[config.mk]
export PLATFORM = sky130hd
export DESIGN_NAME = half_bridge_sequencer
export DESIGN_NICKNAME = d
export VERILOG_FILES = /design/src/rtl/half_bridge_sequencer.sv
export SDC_FILE = /design/constraint.sdc
export NUM_CORES = 1
export LEC_CHECK = 0
export CORE_MARGIN = 5
export CORE_UTILIZATION = 45
export CTS_BUF_LIST = sky130_fd_sc_hd__clkbuf_2
export DETAILED_ROUTE_END_ITERATION = 16
export HOLD_SLACK_MARGIN = 0.1
export PLACE_DENSITY = 0.8
export RECOVER_POWER = 100
export SKIP_CTS_REPAIR_TIMING = 1
export SLEW_MARGIN = 20
export SYNTH_ARGS = -nofsm -noshare
export SYNTH_HDL_FRONTEND = slang
export SYNTH_SLANG_ARGS = --single-unit
export TNS_END_PERCENT = 30
[constraint.sdc]
create_clock -name i_clock -period 2.75 [get_ports i_clock]
set_input_delay 0.275 -clock i_clock [delete_from_list [all_inputs] [get_ports i_clock]]
set_output_delay 0.275 -clock i_clock [all_outputs]
set_load 0.1 [all_outputs]
[src/rtl/half_bridge_sequencer.sv]
// Half-bridge gate sequencer: bootstrap precharge, dead-time insertion,
// minimum dwell per leg, latched fault and transition counting.
module half_bridge_sequencer #(
  parameter int DEAD_TIME = 25,
  parameter int MIN_DWELL = 100,
  parameter int BOOT_TIME = 1000
) (
  input  logic        i_clock,
  input  logic        i_RESET,
  input  logic        i_enable,
  input  logic        i_sigma,
  input  logic        i_fault,
  input  logic        i_clear_fault,
  output logic        o_gate_H,
  output logic        o_gate_L,
  output logic        o_sigma_applied,
  output logic [2:0]  o_state,
  output logic        o_fault,
  output logic [15:0] o_switch_count
);

  localparam logic [2:0] S_IDLE = 3'd0;
  localparam logic [2:0] S_BOOT = 3'd1;
  localparam logic [2:0] S_DTH  = 3'd2;
  localparam logic [2:0] S_HIGH = 3'd3;
  localparam logic [2:0] S_DTL  = 3'd4;
  localparam logic [2:0] S_LOW  = 3'd5;
  localparam logic [2:0] S_FLT  = 3'd6;

  // Counter reloads are length-1 so a state lasts exactly its length.
  localparam logic [15:0] LP_BOOT  = 16'(BOOT_TIME - 1);
  localparam logic [15:0] LP_DEAD  = 16'(DEAD_TIME - 1);
  localparam logic [15:0] LP_DWELL = 16'(MIN_DWELL - 1);

  logic [2:0]  r_state;
  logic [15:0] r_cnt;
  logic [15:0] r_sw_cnt;
  logic        r_gate_H;
  logic        r_gate_L;
  logic        r_sig;
  logic        r_fault;

  logic [2:0]  w_nxt;
  logic [15:0] w_cnt_nxt;
  logic        w_cnt_zero;
  logic        w_sw_inc;

  assign w_cnt_zero = (r_cnt == 16'd0);

  always_comb begin
    w_nxt = r_state;
    if (i_fault) begin
      w_nxt = S_FLT;
    end else if (r_state == S_FLT) begin
      if (i_clear_fault) w_nxt = S_IDLE;
    end else if (!i_enable) begin
      w_nxt = S_IDLE;
    end else begin
      unique case (1'b1)
        r_state == S_IDLE: w_nxt = S_BOOT;
        r_state == S_BOOT: if (w_cnt_zero) w_nxt = S_LOW;
        r_state == S_DTH:  if (w_cnt_zero) w_nxt = S_HIGH;
        r_state == S_DTL:  if (w_cnt_zero) w_nxt = S_LOW;
        r_state == S_HIGH: if (w_cnt_zero && !i_sigma) w_nxt = S_DTL;
        r_state == S_LOW:  if (w_cnt_zero && i_sigma) w_nxt = S_DTH;
        default:           w_nxt = S_IDLE;
      endcase
    end
  end

  // Shared timer: reload on any state entry, else count down to zero.
  always_comb begin
    w_cnt_nxt = w_cnt_zero ? 16'd0 : r_cnt - 16'd1;
    if (w_nxt != r_state) begin
      unique case (1'b1)
        w_nxt == S_BOOT:                    w_cnt_nxt = LP_BOOT;
        w_nxt == S_DTH || w_nxt == S_DTL:   w_cnt_nxt = LP_DEAD;
        w_nxt == S_HIGH || w_nxt == S_LOW:  w_cnt_nxt = LP_DWELL;
        default:                            w_cnt_nxt = 16'd0;
      endcase
    end
  end

  assign w_sw_inc = (r_state == S_DTH && w_nxt == S_HIGH) ||
                    (r_state == S_DTL && w_nxt == S_LOW);

  always_ff @(posedge i_clock or negedge i_RESET) begin
    if (!i_RESET) begin
      r_state  <= S_IDLE;
      r_cnt    <= 16'd0;
      r_sw_cnt <= 16'd0;
      r_gate_H <= 1'b0;
      r_gate_L <= 1'b0;
      r_sig    <= 1'b0;
      r_fault  <= 1'b0;
    end else begin
      r_state  <= w_nxt;
      r_cnt    <= w_cnt_nxt;
      r_gate_H <= (w_nxt == S_HIGH);
      r_gate_L <= (w_nxt == S_LOW) || (w_nxt == S_BOOT);
      r_sig    <= (w_nxt == S_HIGH);
      r_fault  <= (w_nxt == S_FLT);
      if (w_sw_inc) r_sw_cnt <= r_sw_cnt + 16'd1;
    end
  end

  assign o_gate_H        = r_gate_H;
  assign o_gate_L        = r_gate_L;
  assign o_sigma_applied = r_sig;
  assign o_state         = r_state;
  assign o_fault         = r_fault;
  assign o_switch_count  = r_sw_cnt;

endmodule

**Word level (Yosys, flattened, before mapping)**

Index checks and enable logic that the tools add are counted.

- $add $sub $neg: 2
- Equal/unequal tests: 13
- Multiplexer cells: 12
- Reductions and logical operators: 12

Operators with widths:

| operator | number |
|---|---|
| two-way mux 16 bit | 2 |
| case mux 10 bit (3 select lines) | 1 |
| two-way mux 3 bit | 8 |
| equality test 3 bit, second input constant | 6 |
| adder 16 x 1 -> 16 bit, second input constant | 1 |
| logical NOT 16 bit | 1 |
| subtractor 16 x 1 -> 16 bit, second input constant | 1 |
| case mux 3 bit (5 select lines) | 1 |
| equality test 3 x 2 -> 1 bit, second input constant | 4 |
| equality test 3 x 1 -> 1 bit, second input constant | 2 |
| logical AND 1 bit | 4 |
| logical OR 1 bit | 4 |
| logical NOT 3 bit | 1 |
| inequality test 3 bit | 1 |
| OR reduction 2 bit | 1 |
| logical NOT 1 bit | 1 |

- Register bits after elaboration: 38
- Bits of input ports: 6
- Output and inout port bits: 23

**Logic depth before layout (Yosys ltp)**

Gate-level depths: netlist of the first run.

- Word-level depth: 11
- Mapped depth: 10

**Least setup slack after synthesis of the first run**

Ideal clock, no wire load.

- Kind: flip-flop to flip-flop
- Start: register r_state[0] (netlist: o_state[0])
- End: register r_sw_cnt[11] (netlist: o_switch_count[11])
- Library setup time: 159 ps
- Arrival time: 2479 ps
- Slack: 113 ps
- Cell stages (with the launch flop): 9
- Period minus slack after synthesis: 2637 ps
- Cells stage by stage: dfrtp_1 nor4bb_1 and4_2 buf_4 a221o_2 nor3_4 buf_6 nand3_1 xnor2_1

- Cells in the longest elaborated chain, start to end: 9

Ends and longest elaborated chain:

| what | RTL line | RTL |
|---|---|---|
| from (decl) | 35 | `logic [2:0] r_state;` |
| from (signal assigned) | 97 | `r_state <= w_nxt;` |
| equality test 3 x 1 -> 1 bit / equality test 3 bit (equally long branches) | 61, 63, 85 |  |
| OR reduction 2 bit (no source line) | -- |  |
| case mux 3 bit (5 select lines) | 59 | `unique case (1'b1)` |
| two-way mux 3 bit | 56 | `end else if (!i_enable) begin` |
| two-way mux 3 bit | 54 | `end else if (r_state == S_FLT) begin` |
| two-way mux 3 bit | 52 | `if (i_fault) begin` |
| equality test 3 x 2 -> 1 bit / equality test 3 bit (equally long branches) | 84, 85 |  |
| logical AND 1 bit, on equally long branches | 84, 85 |  |
| logical OR 1 bit * | 84 | `assign w_sw_inc = (r_state == S_DTH && w_nxt == S_HIGH) \|\|` |
| to (signal assigned) | 103 | `if (w_sw_inc) r_sw_cnt <= r_sw_cnt + 16'd1;` |
| to (decl) | 37 | `logic [15:0] r_sw_cnt;` |

Every way passes the cells marked *; elsewhere a longest branch is shown, timed or not.
A chain may end at the register's enable or synchronous reset.

**Worst setup path after layout of the first run**

- Start: register r_cnt[0]
- End: register r_sw_cnt[15] (netlist: o_switch_count[15])

- Cells in the longest elaborated chain, start to end: 10

Ends and longest elaborated chain:

| what | RTL line | RTL |
|---|---|---|
| from (decl) | 36 | `logic [15:0] r_cnt;` |
| from (signal assigned) | 98 | `r_cnt <= w_cnt_nxt;` |
| logical NOT 16 bit * | 48 | `assign w_cnt_zero = (r_cnt == 16'd0);` |
| logical AND 1 bit, on equally long branches | 65, 64 |  |
| two-way mux 3 bit, on equally long branches | 65, 64 |  |
| case mux 3 bit (5 select lines) * | 59 |  |
| two-way mux 3 bit * | 56 |  |
| two-way mux 3 bit * | 54 |  |
| two-way mux 3 bit * | 52 |  |
| equality test 3 x 2 -> 1 bit / equality test 3 bit (equally long branches) | 84, 85 |  |
| logical AND 1 bit, on equally long branches | 84, 85 |  |
| logical OR 1 bit * | 84 |  |

Marks and branches as above.

==> results of run 1 <==
==> flip-flops by register name (all words and copies together), names as in the netlist <==
| signal | flops |
|---|---|
| o_fault | 1 |
| o_sigma_applied | 1 |
| r_cnt | 16 |
| o_state | 3 |
| o_switch_count | 16 |
| o_gate_L | 1 |
==> worst paths after layout <==
kind                                                 from                        endpoint  slack (ns)  depth (start not counted)
max                                    r_cnt[0]$_DFF_PN0_  o_switch_count[15]$_DFFE_PN0P_        0.21                          9
min                        o_switch_count[15]$_DFFE_PN0P_  o_switch_count[15]$_DFFE_PN0P_        0.50                          1
max reg2reg                            r_cnt[0]$_DFF_PN0_  o_switch_count[15]$_DFFE_PN0P_        0.21                          9
min reg2reg                o_switch_count[15]$_DFFE_PN0P_  o_switch_count[15]$_DFFE_PN0P_        0.50                          1
max in group asynchronous                         i_RESET   o_switch_count[5]$_DFFE_PN0P_        0.67                          2
min in group asynchronous                         i_RESET             r_cnt[11]$_DFF_PN0_        0.96                          2
==> cells in the mapped netlist, types with 2 or more instances <==
master    count
a21boi_0      2
a21o_1        3
a21oi_1       3
and2_1        3
and3_1        6
buf_4         4
buf_6         2
clkbuf_1      2
dfrtp_1      38
ha_1          2
inv_1         3
nand2_1      15
nand2b_1      6
nand3_1       7
nand3_2       2
nand4_1       4
nand4b_1      2
nor2_1       15
nor2b_1       2
nor3_1        3
nor4_1        6
nor4bb_1      2
o21ai_0       8
o22ai_1       7
o31ai_1       2
or3_1         2
or4_1         4
xnor2_1      22
xor2_1        5
==> metal layers <==
metal	global-route usage	part of all wire	up-vias
met1	0.190	0.47	747
met2	0.227	0.47	27
met3	0.0480	0.047	6
met5	0	0	-
met4	0.0550	0.015	0
li1	-	-	776
==> cell families after synthesis <==
kind of cell,Yosys count,share of synthesized area
compound gates,30,0.0981
xor+xnor,27,0.117
fa+ha+maj,2,0.0123
buf+inv,11,0.0352
flops,38,0.469
mux,1,0.00556
simple gates,88,0.263
==> layout make-up <==
cell class / instances / area share
multi-input combinational: 148 / 0.443
sequential: 38 / 0.422
timing repair buffer: 35 / 0.0822
tap: 52 / 0.0289
clock buffer: 5 / 0.0111
clock inverter: 3 / 0.00722
inverter: 3 / 0.00500
==> where the power goes <==
| part | leakage [nW] | switching (W) | internal, W | total [W] |
|---|---|---|---|---|
| Combinational | 0.418 | 0.000583 | 0.000365 | 0.000948 |
| Sequential | 0.510 | 0.000155 | 0.000676 | 0.000831 |
| Clock | 0.0264 | 0.000187 | 0.0000581 | 0.000245 |
==> stage by stage <==
stage	hold slack, ns	cell area (sq um)	utilization	instances	worst slack (ns)
finish	0.499	2250	0.517	284	0.208
global route	0.534	2250	0.517	284	0.0572
CTS	-0.0379	2340	0.536	283	0.205
detailed placement	0.421	2290	0.527	275	0.239
global placement	0.418	2290	0.527	275	0.322
floorplan	-0.0206	2030	-	197	0.113
==> impl_metrics.env, run 1 <==
export IMPL_die_x_um=77.1
export IMPL_hold_viol=0
export IMPL_regArea_sq_um=951
export IMPL_dieArea_sq_um=5950
export IMPL_violations="max-capacitance violations, max-slew violations"
export IMPL_slowest_stage="a221o_2"
export IMPL_fin_tns_setup_ns=0
export IMPL_yosysTopAreaCell="dfrtp_1"
export IMPL_drv_slew=39
export IMPL_cts_htree_levels=2
export IMPL_track_usage=0.146
export IMPL_worst_path_dominant_cell_family="simple AND/OR/NAND/NOR gates"
export IMPL_clock_sinks=38
export IMPL_syn_nets=205
export IMPL_async_reset_ff_frac=1.00
export IMPL_clockBufferDepth=2
export IMPL_grt_pass1_wl_um=7070
export IMPL_cts_tree="built"
export IMPL_synth_seq_cells=38
export IMPL_start_kind="flop"
export IMPL_ys_warn_count=0
export IMPL_avgSynthCellArea_sq_um=10.3
export IMPL_fillers=420
export IMPL_critical_path_buf_inv_count=2
export IMPL_rows=24
export IMPL_path_max_fanout=11
export IMPL_rsz0062_at_grt="no"
export IMPL_synth_top_area_share=0.469
export IMPL_ys_seq_area_frac=0.469
export IMPL_diodes=0
export IMPL_area_growth_pct=11.1
export IMPL_max_freq_mhz=393
export IMPL_status="complete, but fails checks"
export IMPL_required_ns=3.04
export IMPL_postRouteAntennaNets=0
export IMPL_power_density_nw_per_um2=899
export IMPL_grt_start_max_net_pins=39
export IMPL_route_detailed_drc=0
export IMPL_synth_edf_count=0
export IMPL_max_stage_delay_ns=0.47
export IMPL_num_vias=1556
export IMPL_layout_common_cells="38 x dfrtp_1, 24 x clkbuf_1, 22 x xnor2_1, 15 x nand2_1, 15 x nor2_1"
export IMPL_syn_area_sq_um=2030
export IMPL_worstPathArrival_ns=2.84
export IMPL_ctsRootBufferMaster="clkbuf_2"
export IMPL_worstMarginPinSlew_ns=1.97
export IMPL_syn_inst=197
export IMPL_grt_remaining_overflow=0
export IMPL_avgRoutedWirePerCell_um=14.1
export IMPL_drive_gt1_frac=0.0948
export IMPL_crit_path_cell_trace="inv_1 > ha_1 > nor4bb_1 > and4_1 > a221o_2 > nor3_4 > buf_4 > nand4_1 > xnor2_1"
export IMPL_firstDrtPassIters=4
export IMPL_finalWirelength_um=4000
export IMPL_worstSetupPathType="reg2reg"
export IMPL_start_util=0.466
export IMPL_vdd_drop_max_mv=0.463
export IMPL_routabilityCongestion=0.808
export IMPL_p_leak_nw=0.955
export IMPL_cts_buffers=5
export IMPL_dp_final_hpwl_um=2990
export IMPL_antenna_found_initial=0
export IMPL_finalSetupViolations=0
export IMPL_synth_area_leaders="dfrtp_1 47%, xnor2_1 9.5%, nand2_1 2.8%"
export IMPL_finalCritPeriodShare=0.924
export IMPL_clk_pin_slew_ns=0.20
export IMPL_multiInputGateArea_sq_um=998
export IMPL_fin_skew_ns=0.0103
export IMPL_grt_pass1_vias=1552
export IMPL_numPortBuffers=28
export IMPL_ys_types=44
export IMPL_coreArea_sq_um=4350
export IMPL_hold_path_class="reg2reg"
export IMPL_period_minus_slack_ns=2.54
export IMPL_ys_flop_type="dfrtp_1"
export IMPL_first_iter_violations=48
export IMPL_num_io_pins=29
export IMPL_dieHeight_um=77.1
export IMPL_vias_per_cell=5.48
export IMPL_nets=239
export IMPL_layout_commonest_cell="dfrtp_1"
export IMPL_relSlewSlack=-0.316
export IMPL_max_cap_violations=1
export IMPL_clk_latency_ns=0.38
export IMPL_fin_total_pwr_w=0.00202
export IMPL_end_kind="flop"
(Power assumes the default switching activity.)
==> run 2: changes to the inputs <==
- SETUP_SLACK_MARGIN: default -> 0.05
==> results of run 2 <==
No change in the layout: final DEF, timing and power equal those of run 1.
==> run 3: changes to the inputs <==
- PLACE_DENSITY: 0.8 -> 0.83
- SKIP_LAST_GASP: default -> 1
- TNS_END_PERCENT: 30 -> default
- clock period: 2.75 -> 2.07 ns (I/O delays scaled with it)
==> impl_metrics.env, run 3 (same netlist as run 1, synthesis figures left out) <==
export IMPL_p_leak_nw=1.24
export IMPL_finalSetupViolations=31
export IMPL_dp_final_hpwl_um=3400
export IMPL_multiInputGateArea_sq_um=1050
export IMPL_setup_slack_ns=-0.244
export IMPL_finalCritPeriodShare=1.12
export IMPL_r2r_end="o_switch_count[6]$_DFFE_PN0P_"
export IMPL_dieHeight_um=77.1
export IMPL_ctsRootBufferMaster="clkbuf_2"
export IMPL_routabilityCongestion=0.791
export IMPL_route_detailed_drc=0
export IMPL_first_iter_violations=82
export IMPL_clock_sinks=38
export IMPL_num_vias=1690
export IMPL_regArea_sq_um=956
export IMPL_hold_path_class="reg2reg"
export IMPL_timing_rr_start="r_cnt[9]$_DFF_PN0_"
export IMPL_firstDrtPassIters=4
export IMPL_clk_pin_slew_ns=0.19
export IMPL_rows=24
export IMPL_grt_pass1_vias=1708
export IMPL_antenna_found_initial=0
export IMPL_finalWirelength_um=4610
export IMPL_vias_per_cell=5.35
export IMPL_diodes=0
export IMPL_required_ns=2.40
export IMPL_grt_start_max_net_pins=25
export IMPL_die_x_um=77.1
export IMPL_postRouteAntennaNets=0
export IMPL_rr_worst_depth=9
export IMPL_max_cap_violations=0
export IMPL_num_io_pins=29
export IMPL_violations="negative setup slack"
export IMPL_vdd_drop_max_mv=0.793
export IMPL_hold_viol=0
export IMPL_coreArea_sq_um=4350
export IMPL_grt_pass1_wl_um=7670
export IMPL_avgRoutedWirePerCell_um=14.6
export IMPL_cts_htree_levels=2
export IMPL_start_kind="flop"
export IMPL_crit_end="o_switch_count[6]$_DFFE_PN0P_"
export IMPL_worstSetupPathType="reg2reg"
export IMPL_cts_tree="built"
export IMPL_whs_path_depth=1
export IMPL_power_density_nw_per_um2=1220
export IMPL_rsz0062_at_grt="yes"
export IMPL_regToRegSetupSlack_ns=-0.24
export IMPL_grt_remaining_overflow=0
export IMPL_numPortBuffers=28
export IMPL_timing_hold_ws_ns=0.490
export IMPL_clk_latency_ns=0.40
export IMPL_fillers=360
export IMPL_drv_slew=0
export IMPL_path_max_fanout=6
export IMPL_layout_commonest_cell="dfrtp_1"
export IMPL_worstPathArrival_ns=2.64
export IMPL_relSlewSlack=0.173
export IMPL_worstMarginPinSlew_ns=1.24
export IMPL_track_usage=0.160
export IMPL_layout_common_cells="36 x dfrtp_1, 35 x buf_4, 28 x clkbuf_2, 20 x xnor2_1"
export IMPL_area_growth_pct=29.4
export IMPL_period_minus_slack_ns=2.31
export IMPL_cts_buffers=5
export IMPL_dieArea_sq_um=5950
export IMPL_start_util=0.466
export IMPL_cp_startpoint="r_cnt[9]$_DFF_PN0_"
export IMPL_fin_skew_ns=0.0106
export IMPL_max_freq_mhz=432
export IMPL_end_kind="flop"
export IMPL_drive_gt1_frac=0.341
export IMPL_clockBufferDepth=2
export IMPL_status="complete, but fails checks"
export IMPL_post_place_ws_ns=-0.187
export IMPL_nets=271
==> run 3: worst min-delay path by stage <==
stage	start	endpoint
floorplan	i_RESET	o_fault$_DFF_PN0_
global placement	i_RESET	o_switch_count[12]$_DFFE_PN0P_
detailed placement	i_RESET	o_switch_count[15]$_DFFE_PN0P_
CTS	i_RESET	o_switch_count[14]$_DFFE_PN0P_
global route	o_switch_count[12]$_DFFE_PN0P_	o_switch_count[12]$_DFFE_PN0P_
finish	o_switch_count[15]$_DFFE_PN0P_	o_switch_count[15]$_DFFE_PN0P_
==> run 3: report_power, final <==
part           switching [W]  total, W  internal (W)  leakage (nW)
clock               0.000248  0.000449      0.000200        0.0427
combinational       0.000922   0.00169      0.000766         0.686
sequential          0.000154   0.00105      0.000901         0.508
total                0.00132   0.00319       0.00187          1.24
==> run 3: layout make-up <==
cell class / count / share of cell area
Clock inverter: 3 / 0.0153
Sequential cell: 38 / 0.364
Tap cell: 52 / 0.0248
Inverter: 3 / 0.00429
Timing Repair Buffer: 67 / 0.181
Clock buffer: 5 / 0.00954
Multi-Input combinational cell: 148 / 0.401
==> run 3: per-layer routing <==
layer / track usage / part of all wire / vias up
met5: 0 / 0 / -
met4: 0.0687 / 0.032 / 0
met3: 0.0363 / 0.036 / 14
met2: 0.259 / 0.49 / 35
met1: 0.204 / 0.44 / 800
li1: - / - / 841
==> run 3: critical path, stage by stage, from the launching register on <==
cell and delay (ns):
dfrtp_1 0.43, nor4_2 0.30, buf_4 0.17, nand4_1 0.16, a221o_2 0.42, nor3_4 0.23, buf_6 0.16, buf_4 0.12
nand2_1 0.08, xnor2_1 0.19
==> run 3: through the flow <==
stage                      util  area [sq um]  TNS, ns  cells  power [W]
after global placement    0.581          2530    -1.86    303    0.00266
final                     0.603          2620    -3.41    316    0.00319
after CTS                 0.596          2590    -5.52    311    0.00318
after floorplan               -          2040    -5.30    197    0.00212
after global routing      0.603          2620    -7.52    316    0.00341
after detailed placement  0.581          2530    -4.31    303    0.00272
